$ cat config.mk
export PLATFORM = sky130hd
export DESIGN_NAME = fpu_ret_collect
export DESIGN_NICKNAME = d
export VERILOG_FILES = /design/src/rtl/fpu_ret_collect.sv
export SDC_FILE = /design/constraint.sdc
export NUM_CORES = 1
export LEC_CHECK = 0
export BUFFER_PORTS_ARGS = -buffer_cell sky130_fd_sc_hd__buf_2
export CORE_MARGIN = 4
export CORE_UTILIZATION = 60
export CTS_CLUSTER_DIAMETER = 30
export DETAILED_ROUTE_END_ITERATION = 8
export GPL_TIMING_DRIVEN = 0
export PLACE_DENSITY = 0.91
export SLEW_MARGIN = 5
export SYNTH_ARGS = -nofsm -noshare
export SYNTH_HDL_FRONTEND = slang
export SYNTH_SLANG_ARGS = --single-unit
$ cat constraint.sdc
create_clock -name clk -period 8.8 [get_ports clk]
set_input_delay 0.88 -clock clk [delete_from_list [all_inputs] [get_ports clk]]
set_output_delay 0.88 -clock clk [all_outputs]
set_load 0.02 [all_outputs]
$ cat src/rtl/fpu_ret_collect.sv
// Completion collector for the three-port FP SIMD unit: in-order FIFO of u1/u3/u5 words,
// valid/ready drain to retire, sticky exception flags. Optional same-cycle bypass: FPRET_BYPASS_EN.
module fpu_ret_collect #(
  parameter int DEPTH = 8,
  parameter int RETW  = 14
) (
  input  logic            clk,
  input  logic            rst,
  input  logic [RETW-1:0] u1_ret,
  input  logic            u1_ret_en,
  input  logic [RETW-1:0] u3_ret,
  input  logic            u3_ret_en,
  input  logic [RETW-1:0] u5_ret,
  input  logic            u5_ret_en,
  output logic [RETW-1:0] out_ret,
  output logic [1:0]      out_port,
  output logic            out_valid,
  input  logic            out_ready,
  output logic            almost_full,
  output logic [5:0]      flags_sticky,
  input  logic            flags_clr,
  output logic            ovf
);

  localparam int AW = $clog2(DEPTH);
  localparam int CW = AW + 1;
  localparam int NP = 3;

  logic [RETW-1:0] mem_ret  [DEPTH];
  logic [1:0]      mem_port [DEPTH];

  logic [AW-1:0]   wr_ptr;
  logic [AW-1:0]   rd_ptr;
  logic [CW-1:0]   count;
  logic [CW-1:0]   count_nxt;
  logic [CW-1:0]   free;

  logic [RETW-1:0] ret_in  [NP];
  logic [NP-1:0]   en_in;
  logic [NP-1:0]   wr_en;
  logic [AW-1:0]   wr_addr [NP];
  logic [1:0]      n_wr;
  logic [1:0]      first_idx;
  logic            any_en;
  logic            fifo_empty;
  logic            bypass_sel;
  logic            bypass_take;
  logic            deq;
  logic            retire;
  logic            drop;
  logic [5:0]      retire_flags;

  always_comb begin
    ret_in[0] = u1_ret;
    ret_in[1] = u3_ret;
    ret_in[2] = u5_ret;
    en_in     = {u5_ret_en, u3_ret_en, u1_ret_en};
  end

  // Lowest-numbered enabled port is the one eligible for the bypass path.
  always_comb begin
    any_en    = |en_in;
    first_idx = 2'd0;
    for (int i = NP - 1; i >= 0; i--) begin
      if (en_in[i]) first_idx = 2'(i);
    end
  end

  // Head presentation: stored entries always win over the bypass word.
  always_comb begin
    fifo_empty = (count == '0);
    bypass_sel = 1'b0;
`ifdef FPRET_BYPASS_EN
    bypass_sel = fifo_empty && any_en;
`endif
    out_valid = 1'b0;
    out_ret   = '0;
    out_port  = 2'd0;
    if (!fifo_empty) begin
      out_valid = 1'b1;
      out_ret   = mem_ret[rd_ptr];
      out_port  = mem_port[rd_ptr];
    end else if (bypass_sel) begin
      out_valid = 1'b1;
      out_ret   = ret_in[first_idx];
      out_port  = first_idx;
    end
    deq          = !fifo_empty && out_ready;
    retire       = out_valid && out_ready;
    bypass_take  = bypass_sel && out_ready;
    retire_flags = retire ? out_ret[5:0] : 6'd0;
  end

  // Slot allocation in u1,u3,u5 order; a same-cycle dequeue does not free a slot.
  // NOTE: n_wr is a running total inside one combinational pass, so it uses blocking
  // assignments and is given a default before the loop so no latch is inferred.
  always_comb begin
    free = CW'(DEPTH) - count;
    n_wr = 2'd0;
    drop = 1'b0;
    for (int i = 0; i < NP; i++) begin
      wr_en[i]   = 1'b0;
      wr_addr[i] = wr_ptr + AW'(n_wr);
      if (en_in[i] && !(bypass_take && (first_idx == 2'(i)))) begin
        if (CW'(n_wr) < free) begin
          wr_en[i] = 1'b1;
          n_wr     = n_wr + 2'd1;
        end else begin
          drop = 1'b1;
        end
      end
    end
    count_nxt = count + CW'(n_wr) - CW'(deq);
  end

  // NOTE: storage carries no reset; out_* are gated by count, so stale contents are
  // never visible and the array can map onto plain flops or a register file.
  always_ff @(posedge clk) begin
    for (int i = 0; i < NP; i++) begin
      if (wr_en[i]) begin
        mem_ret[wr_addr[i]]  <= ret_in[i];
        mem_port[wr_addr[i]] <= 2'(i);
      end
    end
  end

  // NOTE: all state updates are non-blocking so every register sees pre-edge values.
  always_ff @(posedge clk or posedge rst) begin
    if (rst) begin
      wr_ptr       <= '0;
      rd_ptr       <= '0;
      count        <= '0;
      almost_full  <= 1'b0;
      flags_sticky <= 6'd0;
      ovf          <= 1'b0;
    end else begin
      wr_ptr      <= wr_ptr + AW'(n_wr);
      count       <= count_nxt;
      almost_full <= (count_nxt > CW'(DEPTH - 3));
      if (deq) rd_ptr <= rd_ptr + AW'(1);

      // A clear coinciding with a retire keeps only the retiring word's flags.
      if (flags_clr) flags_sticky <= retire_flags;
      else           flags_sticky <= flags_sticky | retire_flags;

      if (drop)           ovf <= 1'b1;
      else if (flags_clr) ovf <= 1'b0;
    end
  end

  a_count_bound: assert property (@(posedge clk) disable iff (rst) count <= CW'(DEPTH));

`ifndef FPRET_BYPASS_EN
  a_head_stable: assert property (@(posedge clk) disable iff (rst)
    (out_valid && !out_ready) |=> (out_valid && $stable(out_ret) && $stable(out_port)));
`endif

endmodule

==> run metrics <==
initial antenna violation count=1; CP delay by family, top=simple AND/OR/NAND/NOR gates; syn nets=~720; Hold Violations, Final=0; worst reg-to-reg path cell count=18; r2r endpoint=mem_ret[3][3]$_DFFE_PP_; drt drc=0; global route overflow=0; number of I/O pins=74; synth warn=0; post-synthesis sequential area ratio=0.442; leading area contributor after synthesis=edfxtp_1; Worst EP required=slightly below 9000 ps; Worst Hold Depth=1; post-synthesis cell type count=52; Clock Pin Slew Worst Setup and Hold Paths=60 ps; XOR/XNOR share of the synthesized area=0.00843; initial drt markers=roughly 730; Worst Path Max Fanout=14; Worst setup EP type=flop; WL final=roughly 25000 um; via count of the first global-routing pass=6703; Total GRT Usage=0.294; Pwr Total=roughly 4.6 mW; # nets final=about 800; Final Cycle Share=0.645; VDD IR max=approximately 0.00023 V; Cell Area, Synth=between 0.009 and 0.01 mm2; crit start category=flop; dpl cell area=about 0.01 mm2; EDFF count, synth=between 100 and 150; Reg2Reg Launch Point=count[0]$_DFF_PP0_; core region area=~0.015 mm2; # placed instances=942; antenna-violating nets left=0; hold path start=mem_port[4][1]$_SDFFE_PP1P_; Synth Instances=about 660; design area=roughly 0.011 mm2; RD Place Congestion=between 0.8 and 0.9; power density over the cells=~440 mW/mm2; # port buffers=73; Layout area overhead=13.2%; pre-CTS setup slack=3280 ps; Lkg Pwr=between 4 and 5 nW; crit path kind=flop to flop; CTS Sinks=between 100 and 150; Worst-Margin Slew=1050 ps; Pins Over Slew Limit=0; Final WS setup=around 3100 ps; post-layout util=0.693; Via density=6.58; setup tns final=0 ps; RSZ-0062 raised after global routing=false; H-tree level count=4; hold endpoint=mem_port[4][1]$_SDFFE_PP1P_; max cap viols=0; Finish-stage setup viols=0; Avg Inst Size Synth=around 14 um2; post-synthesis simple-gate area fraction=0.0436; Critical Path AT=between 5000 and 6000 ps; flops & latches, synth=between 100 and 150; full die area=roughly 0.018 mm2; Max Clk Rate=0.176 GHz; initial core utilization=0.613; Period minus WS final=between 5000 and 6000 ps; routed length per instance=25.8 um; post-DP HPWL=between 15000 and 20000 um; Num CTS Buffers=17; top_reg_cell synth=edfxtp_1; Hold-fix buffers, CTS=0; flop-to-flop setup slack=about 3100 ps; critical path's slowest cell=nand2_1; cells along the critical path=inv_1 > ha_1 > inv_1 > o41ai_4 > a21oi_1 > ha_1 > nand2_1 > o21ai_1 > o21ba_2 > inv_1 > ha_1 > fa_1 > xnor2_1 > nand2_1 > or3_1 > buf_2 > buf_2 > nand2_1; Bufs and invs on worst path=5; area fraction in compound gates after synthesis=0.0605; Root Buffer=clkbuf_16; status=complete, no violations; Worst-Skew Late Latency=roughly 440 ps; FFs w/ async S/R, synth=0.123; post-synthesis mux area share=0.376; Critical Path Max Stage Delay=around 800 ps; top cell type's share of synthesized area=0.360; first-pass GRT wire length=approximately 40000 um; Max Root-Sink Buffers=2; Finished Layout Cells=around 1000; Post-Synth Adder-Cell Area=0.0252; largest family of logic cells by synthesized area=multiplexers; post-cts resize count=0; CTS tree=built; HP Class=flop to flop; Layout Skew=between 6 and 7 ps; Die Y=133 um; largest net degree at the start of global routing=19; die span in x=between 100 and 150 um; Post-CTS Setup Bufs=0; hold_ws=461 ps; DRT Pass-1 Iters=5; site row count=45; DR vias=~6400; share of cells above drive strength 1=0.393; Area contributors post-synth=edfxtp_1 (36%), mux2_1 (13%), mux2_2 (11%); Slew headroom=0.298
-- how the worst max path moves through the flow --
stage | startpoint | to | slack, ps | cells after the start
final | count[0]$_DFF_PP0_ | mem_ret[3][3]$_DFFE_PP_ | 3130 | 18
after global routing | count[0]$_DFF_PP0_ | mem_ret[1][13]$_DFFE_PP_ | 2870 | 18
after CTS | count[0]$_DFF_PP0_ | mem_ret[3][1]$_DFFE_PP_ | 3240 | 18
after detailed placement | count[0]$_DFF_PP0_ | mem_ret[1][3]$_DFFE_PP_ | 3280 | 18
after global placement | u1_ret_en | mem_ret[3][6]$_DFFE_PP_ | 3440 | 18
after floorplan | count[0]$_DFF_PP0_ | mem_ret[5][0]$_DFFE_PP_ | 4290 | 18
-- Yosys cell counts, types with 2 or more instances --
library cell / instances
edfxtp_1: 112
mux2_1: 109
mux2_2: 88
mux4_2: 32
inv_1: 30
mux2_4: 28
nand2_1: 23
nor2_1: 20
dfrtp_1: 18
a31oi_1: 16
dfxtp_1: 16
mux2i_1: 16
buf_2: 14
ha_1: 14
o21a_1: 9
clkbuf_1: 8
buf_6: 7
a21bo_1: 6
buf_4: 6
nor2b_1: 6
o21ai_0: 6
nand2b_1: 5
or3_1: 5
xnor2_1: 5
a2111oi_4: 4
a21oi_2: 4
and2_1: 4
buf_8: 4
nand3_1: 4
or4_4: 4
xor2_1: 4
a21o_1: 3
buf_1: 3
fa_1: 3
a21bo_2: 2
a21oi_1: 2
and3_1: 2
nand4_1: 2
-- layout make-up --
cell class / count / area, um2
buffer: 42 / 295
sequential: 146 / 4130
fill: 991 / 4680
clock buffer: 26 / 563
multi-input combinational: 440 / 4810
tap: 211 / 264
antenna: 1 / 2.50
inverter: 30 / 113
timing repair buffer: 73 / 365
clock inverter: 6 / 35.0
-- routing by layer --
metal  track usage  routed length, um
met1         0.392               9960
met4         0.129                890
met3        0.0681               2420
met5             0                  0
met2         0.462              11900
-- worst register-to-register path: cells and delay by family (launching register included) --
kind | cells | cell delay (ps)
adders and majority gates | 4 | 1190
buffers and inverters | 5 | 810
AOI/OAI and AO/OA | 4 | 1230
and+or+nand+nor | 4 | 1310
xor gates and xnor gates | 1 | 310
DFF | 1 | 450
-- placed cells by master, fill, tap and decap left out, drive strengths merged, types with 2 or more instances in the layout --
cell type / synthesis / final
nor2: 20 / 20
dfrtp: 18 / 18
a31oi: 16 / 16
o21ai: 7 / 7
mux2i: 16 / 16
or3: 5 / 5
a2111oi: 4 / 4
clkinv: 0 / 3
clkbuf: 8 / 34
a21bo: 8 / 8
ha: 14 / 14
nand2b: 5 / 5
mux4: 32 / 32
xor2: 4 / 4
nand4: 2 / 2
inv: 30 / 32
a21oi: 6 / 6
or4: 4 / 4
mux2: 225 / 225
buf: 34 / 107
nand2: 23 / 23
and3: 2 / 2
and2: 4 / 4
nand3: 4 / 4
nor3: 2 / 2
dfxtp: 16 / 16
nor2b: 6 / 6
a21o: 3 / 3
fa: 3 / 3
xnor2: 5 / 5
o21a: 9 / 9
edfxtp: 112 / 112
-- cell families after synthesis --
family	after synthesis
buffers and inverters	72
AO/OA/AOI/OAI	62
AND/OR/NAND/NOR	79
flip-flops	146
XOR/XNOR	9
adder cells (fa/ha/maj)	17
multiplexers	273
-- power by group --
part           internal (mW)  total, mW  switching [mW]  leakage (nW)
clock                  0.440      0.733           0.292         0.298
combinational           1.03       2.49            1.46          2.48
sequential              1.27       1.40           0.136          1.38
total                   2.74       4.63            1.89          4.16
-- registers in the layout, indices dropped and copies added, names as in the netlist --
name / flops
almost_full: 1
count: 4
flags_sticky: 6
mem_ret: 112
ovf: 1
rd_ptr: 3
wr_ptr: 3
mem_port: 16
Power figures use the tool's default switching activity.
